File: config.mk
export PLATFORM = sky130hd
export DESIGN_NAME = axil_bar_decoder
export DESIGN_NICKNAME = d
export VERILOG_FILES = /design/src/rtl/axil_bar_decoder.sv
export SDC_FILE = /design/constraint.sdc
export NUM_CORES = 1
export LEC_CHECK = 0
export ABC_CLOCK_PERIOD_IN_PS = 2300
export CAP_MARGIN = 20
export CELL_PAD_IN_SITES_DETAIL_PLACEMENT = 0
export CELL_PAD_IN_SITES_GLOBAL_PLACEMENT = 2
export CORE_ASPECT_RATIO = 0.7
export CORE_MARGIN = 1
export CORE_UTILIZATION = 22
export CTS_CLUSTER_DIAMETER = 80
export CTS_CLUSTER_SIZE = 10
export DETAILED_ROUTE_END_ITERATION = 8
export GPL_TIMING_DRIVEN = 0
export PLACE_DENSITY = 0.76
export SYNTH_ARGS = -nofsm -noshare
export SYNTH_HDL_FRONTEND = slang
export SYNTH_SLANG_ARGS = --single-unit
File: constraint.sdc
create_clock -name clock -period 2.3 [get_ports clock]
set_clock_uncertainty 0.2 [all_clocks]
set_input_delay 0.345 -clock clock [delete_from_list [all_inputs] [get_ports clock]]
set_output_delay 0.345 -clock clock [all_outputs]
set_load 0.02 [all_outputs]
File: src/rtl/axil_bar_decoder.sv
// AXI4-Lite BAR address decoder: one master fanned out to NUM_SLAVES register slaves.
// Independent write/read engines, DECERR for unmapped windows, SLVERR on slave timeout.
module axil_bar_decoder #(
    parameter int NUM_SLAVES      = 2,
    parameter int SLAVE_ADDR_BITS = 12,
    parameter int TIMEOUT         = 1024
) (
    input  logic                       clock,
    input  logic                       reset,
    input  logic [31:0]                m_awaddr,
    input  logic                       m_awvalid,
    output logic                       m_awready,
    input  logic [31:0]                m_wdata,
    input  logic [3:0]                 m_wstrb,
    input  logic                       m_wvalid,
    output logic                       m_wready,
    output logic [1:0]                 m_bresp,
    output logic                       m_bvalid,
    input  logic                       m_bready,
    input  logic [31:0]                m_araddr,
    input  logic                       m_arvalid,
    output logic                       m_arready,
    output logic [31:0]                m_rdata,
    output logic [1:0]                 m_rresp,
    output logic                       m_rvalid,
    input  logic                       m_rready,
    output logic [32*NUM_SLAVES-1:0]   s_awaddr,
    output logic [NUM_SLAVES-1:0]      s_awvalid,
    input  logic [NUM_SLAVES-1:0]      s_awready,
    output logic [32*NUM_SLAVES-1:0]   s_wdata,
    output logic [4*NUM_SLAVES-1:0]    s_wstrb,
    output logic [NUM_SLAVES-1:0]      s_wvalid,
    input  logic [NUM_SLAVES-1:0]      s_wready,
    input  logic [2*NUM_SLAVES-1:0]    s_bresp,
    input  logic [NUM_SLAVES-1:0]      s_bvalid,
    output logic [NUM_SLAVES-1:0]      s_bready,
    output logic [32*NUM_SLAVES-1:0]   s_araddr,
    output logic [NUM_SLAVES-1:0]      s_arvalid,
    input  logic [NUM_SLAVES-1:0]      s_arready,
    input  logic [32*NUM_SLAVES-1:0]   s_rdata,
    input  logic [2*NUM_SLAVES-1:0]    s_rresp,
    input  logic [NUM_SLAVES-1:0]      s_rvalid,
    output logic [NUM_SLAVES-1:0]      s_rready,
    output logic                       timeout_pulse
);
    localparam int IDX_W = (NUM_SLAVES > 1) ? $clog2(NUM_SLAVES) : 1;

    typedef enum logic [1:0] {W_IDLE, W_REQ, W_RESP, W_BACK} wstate_t;
    typedef enum logic [1:0] {R_IDLE, R_REQ, R_WAIT, R_BACK} rstate_t;

    // The whole upper address is compared, so windows beyond NUM_SLAVES never alias a real slave.
    function automatic logic is_mapped(input logic [31:0] a);
        return (32'(a >> SLAVE_ADDR_BITS) < 32'(NUM_SLAVES));
    endfunction

    wstate_t                    r_wstate;
    logic                       r_aw_held, r_w_held, r_aw_done, r_w_done;
    logic [31:0]                r_awaddr, r_wdata;
    logic [3:0]                 r_wstrb;
    logic [IDX_W-1:0]           r_wsel;
    logic [1:0]                 r_bresp;
    logic [31:0]                r_wcnt;

    rstate_t                    r_rstate;
    logic [SLAVE_ADDR_BITS-1:0] r_araddr;
    logic [IDX_W-1:0]           r_rsel;
    logic [31:0]                r_rdata;
    logic [1:0]                 r_rresp;
    logic [31:0]                r_rcnt;

    logic                       r_tpulse;
    logic                       r_live;

    logic        w_aw_hs, w_w_hs, w_aw_have, w_w_have, w_req_done;
    logic        w_wto_hit, w_rto_hit, w_wto_fire, w_rto_fire;
    logic [31:0] w_awaddr_n;

    assign m_awready = (r_wstate == W_IDLE) && !r_aw_held;
    assign m_wready  = (r_wstate == W_IDLE) && !r_w_held;
    assign m_bvalid  = (r_wstate == W_BACK);
    assign m_bresp   = r_bresp;
    assign m_arready = (r_rstate == R_IDLE);
    assign m_rvalid  = (r_rstate == R_BACK);
    assign m_rdata   = r_rdata;
    assign m_rresp   = r_rresp;
    assign timeout_pulse = r_tpulse;

    assign w_aw_hs    = m_awvalid && m_awready;
    assign w_w_hs     = m_wvalid && m_wready;
    assign w_aw_have  = r_aw_held || w_aw_hs;
    assign w_w_have   = r_w_held || w_w_hs;
    assign w_awaddr_n = r_aw_held ? r_awaddr : m_awaddr;
    assign w_req_done = (r_aw_done || s_awready[r_wsel]) && (r_w_done || s_wready[r_wsel]);

    assign w_wto_hit  = (TIMEOUT != 0) && (r_wcnt == 32'(TIMEOUT - 1));
    assign w_rto_hit  = (TIMEOUT != 0) && (r_rcnt == 32'(TIMEOUT - 1));
    // A slave response in the expiry cycle takes precedence over the timeout.
    assign w_wto_fire = w_wto_hit && (((r_wstate == W_REQ) && !w_req_done) ||
                                      ((r_wstate == W_RESP) && !s_bvalid[r_wsel]));
    assign w_rto_fire = w_rto_hit && (((r_rstate == R_REQ) && !s_arready[r_rsel]) ||
                                      ((r_rstate == R_WAIT) && !s_rvalid[r_rsel]));

    for (genvar g = 0; g < NUM_SLAVES; g++) begin : g_slv
        assign s_awvalid[g]        = (r_wstate == W_REQ) && (r_wsel == IDX_W'(g)) && !r_aw_done;
        assign s_wvalid[g]         = (r_wstate == W_REQ) && (r_wsel == IDX_W'(g)) && !r_w_done;
        assign s_awaddr[g*32 +: 32] = 32'(r_awaddr[SLAVE_ADDR_BITS-1:0]);
        assign s_wdata[g*32 +: 32]  = r_wdata;
        assign s_wstrb[g*4 +: 4]    = r_wstrb;
        assign s_arvalid[g]        = (r_rstate == R_REQ) && (r_rsel == IDX_W'(g));
        assign s_araddr[g*32 +: 32] = 32'(r_araddr);
        // Responses are always accepted; only the awaited one is forwarded, late ones drain away.
        assign s_bready[g]         = r_live;
        assign s_rready[g]         = r_live;
    end

    always_ff @(posedge clock) begin
        if (reset) begin
            r_live   <= 1'b0;
            r_tpulse <= 1'b0;
        end else begin
            r_live   <= 1'b1;
            r_tpulse <= w_wto_fire || w_rto_fire;
        end
    end

    always_ff @(posedge clock) begin
        if (reset) begin
            r_wstate  <= W_IDLE;
            r_aw_held <= 1'b0;
            r_w_held  <= 1'b0;
            r_aw_done <= 1'b0;
            r_w_done  <= 1'b0;
            r_awaddr  <= '0;
            r_wdata   <= '0;
            r_wstrb   <= '0;
            r_wsel    <= '0;
            r_bresp   <= 2'b00;
            r_wcnt    <= '0;
        end else begin
            case (r_wstate)
                W_IDLE: begin
                    if (w_aw_hs) begin
                        r_awaddr  <= m_awaddr;
                        r_aw_held <= 1'b1;
                    end
                    if (w_w_hs) begin
                        r_wdata  <= m_wdata;
                        r_wstrb  <= m_wstrb;
                        r_w_held <= 1'b1;
                    end
                    if (w_aw_have && w_w_have) begin
                        if (!is_mapped(w_awaddr_n)) begin
                            r_bresp  <= 2'b11;
                            r_wstate <= W_BACK;
                        end else begin
                            r_wsel    <= w_awaddr_n[SLAVE_ADDR_BITS +: IDX_W];
                            r_aw_done <= 1'b0;
                            r_w_done  <= 1'b0;
                            r_wcnt    <= '0;
                            r_wstate  <= W_REQ;
                        end
                    end
                end
                W_REQ: begin
                    r_wcnt <= r_wcnt + 32'd1;
                    if (s_awready[r_wsel]) r_aw_done <= 1'b1;
                    if (s_wready[r_wsel])  r_w_done  <= 1'b1;
                    if (w_req_done) begin
                        r_wstate <= W_RESP;
                    end else if (w_wto_fire) begin
                        r_bresp  <= 2'b10;
                        r_wstate <= W_BACK;
                    end
                end
                W_RESP: begin
                    r_wcnt <= r_wcnt + 32'd1;
                    if (s_bvalid[r_wsel]) begin
                        r_bresp  <= s_bresp[r_wsel*2 +: 2];
                        r_wstate <= W_BACK;
                    end else if (w_wto_fire) begin
                        r_bresp  <= 2'b10;
                        r_wstate <= W_BACK;
                    end
                end
                W_BACK: begin
                    if (m_bready) begin
                        r_aw_held <= 1'b0;
                        r_w_held  <= 1'b0;
                        r_wstate  <= W_IDLE;
                    end
                end
                default: r_wstate <= W_IDLE;
            endcase
        end
    end

    always_ff @(posedge clock) begin
        if (reset) begin
            r_rstate <= R_IDLE;
            r_araddr <= '0;
            r_rsel   <= '0;
            r_rdata  <= '0;
            r_rresp  <= 2'b00;
            r_rcnt   <= '0;
        end else begin
            case (r_rstate)
                R_IDLE: begin
                    if (m_arvalid) begin
                        if (!is_mapped(m_araddr)) begin
                            r_rdata  <= '0;
                            r_rresp  <= 2'b11;
                            r_rstate <= R_BACK;
                        end else begin
                            r_araddr <= m_araddr[SLAVE_ADDR_BITS-1:0];
                            r_rsel   <= m_araddr[SLAVE_ADDR_BITS +: IDX_W];
                            r_rcnt   <= '0;
                            r_rstate <= R_REQ;
                        end
                    end
                end
                R_REQ: begin
                    r_rcnt <= r_rcnt + 32'd1;
                    if (s_arready[r_rsel]) begin
                        r_rstate <= R_WAIT;
                    end else if (w_rto_fire) begin
                        r_rdata  <= 32'hDEAD_BEEF;
                        r_rresp  <= 2'b10;
                        r_rstate <= R_BACK;
                    end
                end
                R_WAIT: begin
                    r_rcnt <= r_rcnt + 32'd1;
                    if (s_rvalid[r_rsel]) begin
                        r_rdata  <= s_rdata[r_rsel*32 +: 32];
                        r_rresp  <= s_rresp[r_rsel*2 +: 2];
                        r_rstate <= R_BACK;
                    end else if (w_rto_fire) begin
                        r_rdata  <= 32'hDEAD_BEEF;
                        r_rresp  <= 2'b10;
                        r_rstate <= R_BACK;
                    end
                end
                R_BACK: begin
                    if (m_rready) r_rstate <= R_IDLE;
                end
                default: r_rstate <= R_IDLE;
            endcase
        end
    end
endmodule
==> summary.txt, run 1 <==
Logic synthesis
  • FFs w/ async S/R, synth: 0%
  • Largest cells by area after synthesis: dfxtp_1 (35%), buf_4 (11%), mux2i_1 (7.0%), nand2_1 (5.9%), a21oi_1 (5.8%)
  • Yosys top cell by area: dfxtp_1
  • Flops & latches, synth: 192
  • Post-Synthesis Cell Area: 0.0110 mm^2
  • Mapped Cells: 1388
  • Yosys top cell area share: 34.8%
  • Cell variety after synth: 60
  • Post-synth EDFFs: 0
  • Yosys synthesis warning count: 0
  • Post-Syn Area per Cell: 7.96 um^2
  • Leading register cell type out of synthesis: dfxtp_1
  • Seq/Total Area, Yosys: 34.8%

STA
  • Min setup slack post-route: -0.349 ns
  • Final Critical Period: 2.65 ns
  • Slew @ Worst Pin: 1.00 ns
  • Endpoints failing setup: 100
  • Final Max Tran Viols: 0
  • Slew HR: 33.1%
  • Crit share post-route: 115%
  • F_max: 0.377 GHz
  • Final Hold Viols: 0
  • RSZ-0062 raised after global routing: yes
  • Total negative setup slack: -15.27 ns

Place
  • DP Area: 0.0160 mm^2
  • Placed cell count: 2492
  • Detailed placement HPWL: 35000 um
  • GP Congestion: 0.830
  • IO buf count: 360

Clock tree
  • CTS sink count: 192
  • Hold buffer count at CTS: 0
  • TritonCTS buffer count: 17
  • Clock Latency Late Sink: 0.45 ns
  • Clk root buf: clkbuf_16
  • H-tree levels: 4
  • CTS tree: built
  • Max clock buf depth: 2
  • Clock transition at path regs: 0.08 ns

Job
  • Maxcap violations: 0

Routing
  • Vias/cell: 4.60
  • Post-route ant nets: 0
  • Via Count: 11900
  • DR iter-0 viols: 731
  • First-pass iteration count of the detailed router: 5
  • DRC: 0
  • Drt wl/cell: 18.0 um
  • WL final: 46700 um

Final layout
  • Non-filler cells, final: 2590
  • Commonest non-fill, non-tap cells in the layout: clkdlybuf4s50_1 (346), buf_4 (204), dfxtp_1 (177)
  • Area grow syn2layout: 68.2%
  • Fillers: 4998
  • Post-layout nets: 2112
  • Antenna fix cells: 0
  • Multi-input gate area: 0.00674 mm^2
  • Commonest non-fill, non-tap cell in the layout: clkdlybuf4s50_1
  • Fin area: 0.0186 mm^2
  • Storage element area: 0.00387 mm^2
  • Share of post-route cells with drive strength above 1: 25.8%

Worst setup path
  • Worst setup EP type: register
  • CP cell instances: clkdlybuf4s50_1 > nor4_4 > nand4_1 > o32a_4 > buf_8 > buf_4 > or4_1 > a21oi_1
  • Worst setup path class: input port to register
  • CP max-delay cell: or4_1
  • CP bufs+invs: 3
  • Crit path arrival time: 2.82 ns
  • Top delay family on crit path: simple AND/OR/NAND/NOR gates
  • CP required: 2.48 ns
  • Crit Path Max Fanout: 5
  • Worst setup SP type: input port
  • Slowest cell delay on critical path: 0.46 ns

Floorplanning
  • Core Footprint: 0.0494 mm^2
  • Die area: 0.0511 mm^2
  • IO Count: 441
  • Placement row count: 68
  • Die X: 270 um
  • Starting density of the core: 22.4%
  • Chip height: 190 um

Power and ir drop
  • Pwr Total: 14600 uW
  • Worst vdd ir: 0.000329 V
  • Power Dens Cells: 785 mW/mm^2
  • LEAKAGE: 0.00662 uW

Global routing
  • Vias in the first global route: 11200
  • GRT overflow: 0
  • Total Routing Usage GR: 17.4%
  • First-pass GRT wire length: 68900 um
  • Largest net degree at the start of global routing: 20
  • Initial antenna violation count: 1

Hold path
  • Hold Crit Class: input port to register

Run status
  • Violated checks: setup timing
  • Status: finished with violations
## worst register-to-register path: cells and delay by family (launching register included)
family	cells	cell delay, ns
buffers and inverters	3	0.37
AO/OA/AOI/OAI	2	0.57
AND/OR/NAND/NOR	3	0.94
flip-flops	1	0.33
adder cells (fa/ha/maj)	1	0.16
## cell usage after synthesis (all sizes together) (3+ instances only)
cell type and n:
a2111oi 11, a211oi 11, a21o 4, a21oi 129
a221oi 26, a22oi 3, a32oi 4, and2 7
and3 6, and4 9, buf 173, clkbuf 83
dfxtp 192, ha 11, inv 71, mux2 12
mux2i 77, nand2 174, nand2b 3, nand3 42
nand4 23, nor2 58, nor2b 3, nor3 11
nor4 22, nor4b 7, o211ai 60, o21ai 71
o31ai 29, or2 3, or3 7, or4 27
## stage by stage
| stage | utilization [%] | hold slack (ns) | setup slack [ns] |
|---|---|---|---|
| 6_report | 37.6 | 0.127 | -0.349 |
| 5_1_grt | 37.6 | 0.121 | -0.449 |
| 2_1_floorplan | - | 0.233 | -0.120 |
| 3_5_place_dp | 32.3 | 0.248 | -1.45 |
| 3_3_place_gp | 32.3 | 0.245 | -1.42 |
| 4_1_cts | 35.8 | 0.101 | -0.328 |
## per-layer routing
metal / vias to the layer above / global-route usage, % / wire length, um
met1: 5760 / 24.4 / 22100
met4: 0 / 3.85 / 555
met2: 336 / 27.1 / 21600
li1: 5799 / - / -
met3: 26 / 3.84 / 2540
met5: - / 0 / 0
## logic make-up after synthesis
logic type | after synthesis | share of synthesized area, %
compound gates | 364 | 21.2
fa+ha+maj | 11 | 1.25
flops | 192 | 34.8
simple gates | 404 | 17.9
buf+inv | 327 | 16.7
other cells | 1 | 0.0339
mux | 89 | 8.20
## final cells by class
class / count / share of cell area (%)
clock inverter: 15 / 0.795
sequential: 192 / 20.8
tap: 665 / 4.48
clock buffer: 17 / 2.29
inverter: 71 / 1.46
timing repair buffer: 432 / 23.4
multi-input combinational: 948 / 36.2
buffer: 250 / 10.5
## registers in the layout (all words and copies together), names as in the netlist, 2 cells and up
signal    cells
m_bresp       2
m_rdata      32
m_rresp       2
r_araddr     12
r_awaddr     32
r_rcnt       32
r_rstate      2
r_wcnt       32
r_wdata      32
r_wstate      2
r_wstrb       4
## path summary, 6_finish.rpt
kind	from	to	slack, ns	depth (start not counted)
hold / removal	m_awaddr[16]	r_awaddr[16]$_SDFFE_PP0P_	0.13	3
hold reg to reg	r_awaddr[20]$_SDFFE_PP0P_	r_awaddr[20]$_SDFFE_PP0P_	0.26	2
setup / recovery	m_araddr[29]	r_rcnt[13]$_SDFFE_PP0P_	-0.35	8
setup reg to reg	r_rstate[1]$_SDFFE_PP0P_	r_rcnt[13]$_SDFFE_PP0P_	-0.35	9
## repair_timing
action / 4_1_cts / 5_1_grt
gates resized for setup: 191 / 177
setup buffers: 28 / 26
setup endpoints to repair: 166 / 183
pin swaps: 26 / 40
gates cloned: 14 / 5
## where the power goes
part	switching, uW	leakage (uW)	total, uW	internal (uW)
sequential	264	0.00156	3920	3650
clock	1610	0.000272	3060	1450
combinational	4300	0.00478	7600	3310
total	6170	0.00662	14600	8410
(Power assumes the default switching activity.)
==> inputs of run 2 (changes only) <==
==> config.mk (replaced) <==
export PLATFORM = sky130hd
export DESIGN_NAME = axil_bar_decoder
export DESIGN_NICKNAME = d
export VERILOG_FILES = /design/src/rtl/axil_bar_decoder.sv
export SDC_FILE = /design/constraint.sdc
export NUM_CORES = 1
export LEC_CHECK = 0
export ABC_AREA = 1
export ABC_CLOCK_PERIOD_IN_PS = 2900
export CAP_MARGIN = 20
export CELL_PAD_IN_SITES_DETAIL_PLACEMENT = 0
export CELL_PAD_IN_SITES_GLOBAL_PLACEMENT = 2
export CORE_ASPECT_RATIO = 0.7
export CORE_MARGIN = 1
export CORE_UTILIZATION = 23
export CTS_CLUSTER_DIAMETER = 80
export CTS_CLUSTER_SIZE = 10
export DETAILED_ROUTE_END_ITERATION = 8
export GPL_TIMING_DRIVEN = 0
export PLACE_DENSITY = 0.8
export SYNTH_ARGS = -nofsm -noshare
export SYNTH_HDL_FRONTEND = slang
export SYNTH_SLANG_ARGS = --single-unit
==> constraint.sdc (replaced) <==
create_clock -name clock -period 2.9 [get_ports clock]
set_clock_uncertainty 0.2 [all_clocks]
set_input_delay 0.435 -clock clock [delete_from_list [all_inputs] [get_ports clock]]
set_output_delay 0.435 -clock clock [all_outputs]
set_load 0.02 [all_outputs]
==> summary.txt, run 2 <==
Worst setup path
  • Worst setup EP type: output pin (was register)
  • Crit Path Max Fanout: 19 (was 5)
  • Slowest cell delay on critical path: 0.61 ns (was 0.46 ns)
  • Worst setup path class: register to output pin (was input port to register)
  • CP cell instances: buf_2 > nand2_1 > inv_1 > clkdlybuf4s50_1 (was clkdlybuf4s50_1 > nor4_4 > nand4_1 > o32a_4 > buf_8 > buf_4 > or4_1 > a21oi_1)
  • CP required: 2.27 ns (was 2.48 ns)
  • Crit path arrival time: 2.03 ns (was 2.82 ns)
  • CP max-delay cell: clkdlybuf4s50_1 (was or4_1)
  • Worst setup SP type: register (was input port)

Floorplanning
  • Starting density of the core: 23.4% (was 22.4%)
  • Placement row count: 69 (was 68)
  • Die X: 274 um (was 270 um)
  • IO Count: 441 (unchanged)
  • Die area: 0.0527 mm^2 (was 0.0511 mm^2)
  • Core Footprint: 0.0509 mm^2 (was 0.0494 mm^2)
  • Chip height: 192 um (was 190 um)

Clock tree
  • Clock Latency Late Sink: 0.47 ns (was 0.45 ns)
  • CTS tree: built (unchanged)
  • H-tree levels: 4 (unchanged)
  • Hold buffer count at CTS: 0 (unchanged)
  • Clk root buf: clkbuf_16 (unchanged)
  • Clock transition at path regs: 0.08 ns (about the same)
  • TritonCTS buffer count: 17 (unchanged)
  • CTS sink count: 192 (unchanged)
  • Max clock buf depth: 2 (unchanged)

Logic synthesis
  • Seq/Total Area, Yosys: 32.3% (was 34.8%)
  • Flops & latches, synth: 192 (unchanged)
  • Post-Syn Area per Cell: 6.28 um^2 (was 7.96 um^2)
  • Post-Synthesis Cell Area: 0.0119 mm^2 (was 0.0110 mm^2)
  • Yosys top cell area share: 32.3% (was 34.8%)
  • Cell variety after synth: 38 (was 60)
  • Yosys synthesis warning count: 0 (unchanged)
  • Synth top cells by count: nand2_1 (595), nor2_1 (261), dfxtp_1 (192) (was dfxtp_1 (192), nand2_1 (174), buf_4 (156))
  • Largest cells by area after synthesis: dfxtp_1 (32%), nand2_1 (19%), buf_4 (10%), nor2_1 (8.2%), a21oi_1 (7.0%) (was dfxtp_1 (35%), buf_4 (11%), mux2i_1 (7.0%), nand2_1 (5.9%), a21oi_1 (5.8%))
  • FFs w/ async S/R, synth: 0% (unchanged)
  • Yosys top cell by area: dfxtp_1 (unchanged)
  • Leading register cell type out of synthesis: dfxtp_1 (unchanged)
  • Most common cell in the synthesized netlist: nand2_1 (was dfxtp_1)
  • Mapped Cells: 1898 (was 1388)
  • Post-synth EDFFs: 0 (unchanged)

Final layout
  • Commonest non-fill, non-tap cell in the layout: nand2_1 (was clkdlybuf4s50_1)
  • Post-layout nets: 2556 (was 2112)
  • Area grow syn2layout: 45.4% (was 68.2%)
  • Fin area: 0.0173 mm^2 (was 0.0186 mm^2)
  • Non-filler cells, final: 3044 (was 2590)
  • Share of post-route cells with drive strength above 1: 11.8% (was 25.8%)
  • Commonest non-fill, non-tap cells in the layout: nand2_1 (595), clkdlybuf4s50_1 (354), nor2_1 (261) (was clkdlybuf4s50_1 (346), buf_4 (204), dfxtp_1 (177))

Routing
  • DR iter-0 viols: 794 (was 731)
  • Via Count: 12900 (was 11900)
  • DRC: 12 (was 0)
  • Post-route ant nets: 0 (unchanged)
  • WL final: 47800 um (was 46700 um)
  • Drt wl/cell: 15.7 um (was 18.0 um)
  • First-pass iteration count of the detailed router: 7 (was 5)
  • Vias/cell: 4.25 (was 4.60)

Global routing
  • First-pass GRT wire length: 70800 um (was 68900 um)
  • Met3 Resource Use GR: 4.07% (was 3.84%)
  • Grt met2 use: 26.5% (was 27.1%)
  • M1 GR Usage: 25.8% (was 24.4%)
  • Initial antenna violation count: 4 (was 1)
  • Total Routing Usage GR: 17.7% (was 17.4%)
  • Largest net degree at the start of global routing: 22 (was 20)
  • GRT overflow: 0 (unchanged)
  • Vias in the first global route: 11800 (was 11200)
  • Top Usage Layer GRT: met2 (unchanged)

Job
  • Maxcap violations: 0 (unchanged)

STA
  • Endpoints failing setup: 0 (was 100)
  • Slew @ Worst Pin: 0.952 ns (was 1.00 ns)
  • Slew HR: 36.5% (was 33.1%)
  • RSZ-0062 raised after global routing: no (was yes)
  • Crit share post-route: 91.8%
  • Total negative setup slack: 0 ns (was -15.27 ns)
  • Min Hold Slack: 0.255 ns (was 0.127 ns)
  • Final Hold Viols: 0 (unchanged)
  • F_max: 0.376 GHz
  • Final Max Tran Viols: 0 (unchanged)
  • Final Critical Period: 2.66 ns

Power and ir drop
  • Worst vdd ir: 0.000424 V (was 0.000329 V)
  • Power Dens Cells: 625 mW/mm^2 (was 785 mW/mm^2)
  • Pwr Total: 10800 uW (was 14600 uW)
  • LEAKAGE: 0.00710 uW (was 0.00662 uW)

Place
  • Placed cell count: 3011 (was 2492)
  • DP Area: 0.0167 mm^2 (was 0.0160 mm^2)
  • Detailed placement HPWL: 38900 um (was 35000 um)
  • GP Congestion: 0.878 (was 0.830)
  • IO buf count: 360 (unchanged)

Run status
  • Status: finished with violations (unchanged)
  • Violated checks: DRC (was setup timing)

Hold path
  • Hold Crit Class: register to register (was input port to register)
[run 2: cell types whose count changed in the layout (fill, tap and decap cells not counted), sizes merged, moves of 27 or more]
cell / delta
a21oi: +55
buf: -59
clkbuf: -32
inv: +66
mux2i: -77
nand2: +427
nand3: +51
nor2: +208
o211ai: -49
o31ai: -29
or4: -27
[run 2: cell type report]
cell class / instances / area (um^2)
Fill cell: 5589 / 33600
Multi-Input combinational cell: 1410 / 6290
Sequential cell: 192 / 3840
Timing Repair Buffer: 361 / 3630
Buffer: 233 / 1550
Tap cell: 674 / 843
Inverter: 141 / 529
Clock buffer: 17 / 425
Clock inverter: 15 / 213
Antenna cell: 1 / 2.50
[run 2: logic make-up after synthesis]
family          Yosys count  share of synthesized area, %
compound gates          268                          12.2
xor+xnor                 23                          1.69
fa+ha+maj                11                          1.16
buf+inv                 375                          17.4
flops                   192                          32.3
other cells               1                        0.0315
simple gates           1028                          35.2
[run 2: worst max-delay path, delay by kind of cell (launching register included)]
family                 cells  cell delay, ns
AND/OR/NAND/NOR            1            0.10
flip-flops                 1            0.41
buffers and inverters      3            1.05
[run 2: timing repair]
item	4_1_cts	5_1_grt
endpoints found under the setup margin	4	5
setup buffers	0	0
resized for setup	2	5
[run 2: report_power, final]
| part | total [uW] | internal, uW | switching, uW |
|---|---|---|---|
| sequential | 3190 | 2940 | 245 |
| combinational | 5050 | 1850 | 3200 |
| clock | 2580 | 1260 | 1320 |
| total | 10800 | 6050 | 4760 |
[run 2: metal layers]
metal,vias up,share of wire [%]
li1,6674,-
met1,5912,49
met2,334,44
met3,19,6.1
met4,6,0.52
met5,-,0.077
[run 2: path summary, 6_finish.rpt]
check / startpoint / end / slack (ns) / depth (start not counted)
hold reg to reg: r_awaddr[12]$_SDFFE_PP0P_ / r_awaddr[12]$_SDFFE_PP0P_ / 0.25 / 2
setup reg to reg: r_rcnt[0]$_SDFFE_PP0P_ / m_rresp[0]$_SDFFE_PP0P_ / 0.26 / 10
setup / recovery: r_rsel$_SDFFE_PP0P_ / s_arvalid[1] / 0.24 / 4
hold / removal: r_awaddr[12]$_SDFFE_PP0P_ / r_awaddr[12]$_SDFFE_PP0P_ / 0.25 / 2
[run 2: metrics by stage]
stage                     setup WS (ns)  util [%]
after global placement           0.0773      32.7
after floorplan                   0.778         -
after global routing             0.0462      34.0
after detailed placement         0.0707      32.7
after CTS                       0.00720      33.9
final                             0.238      34.0
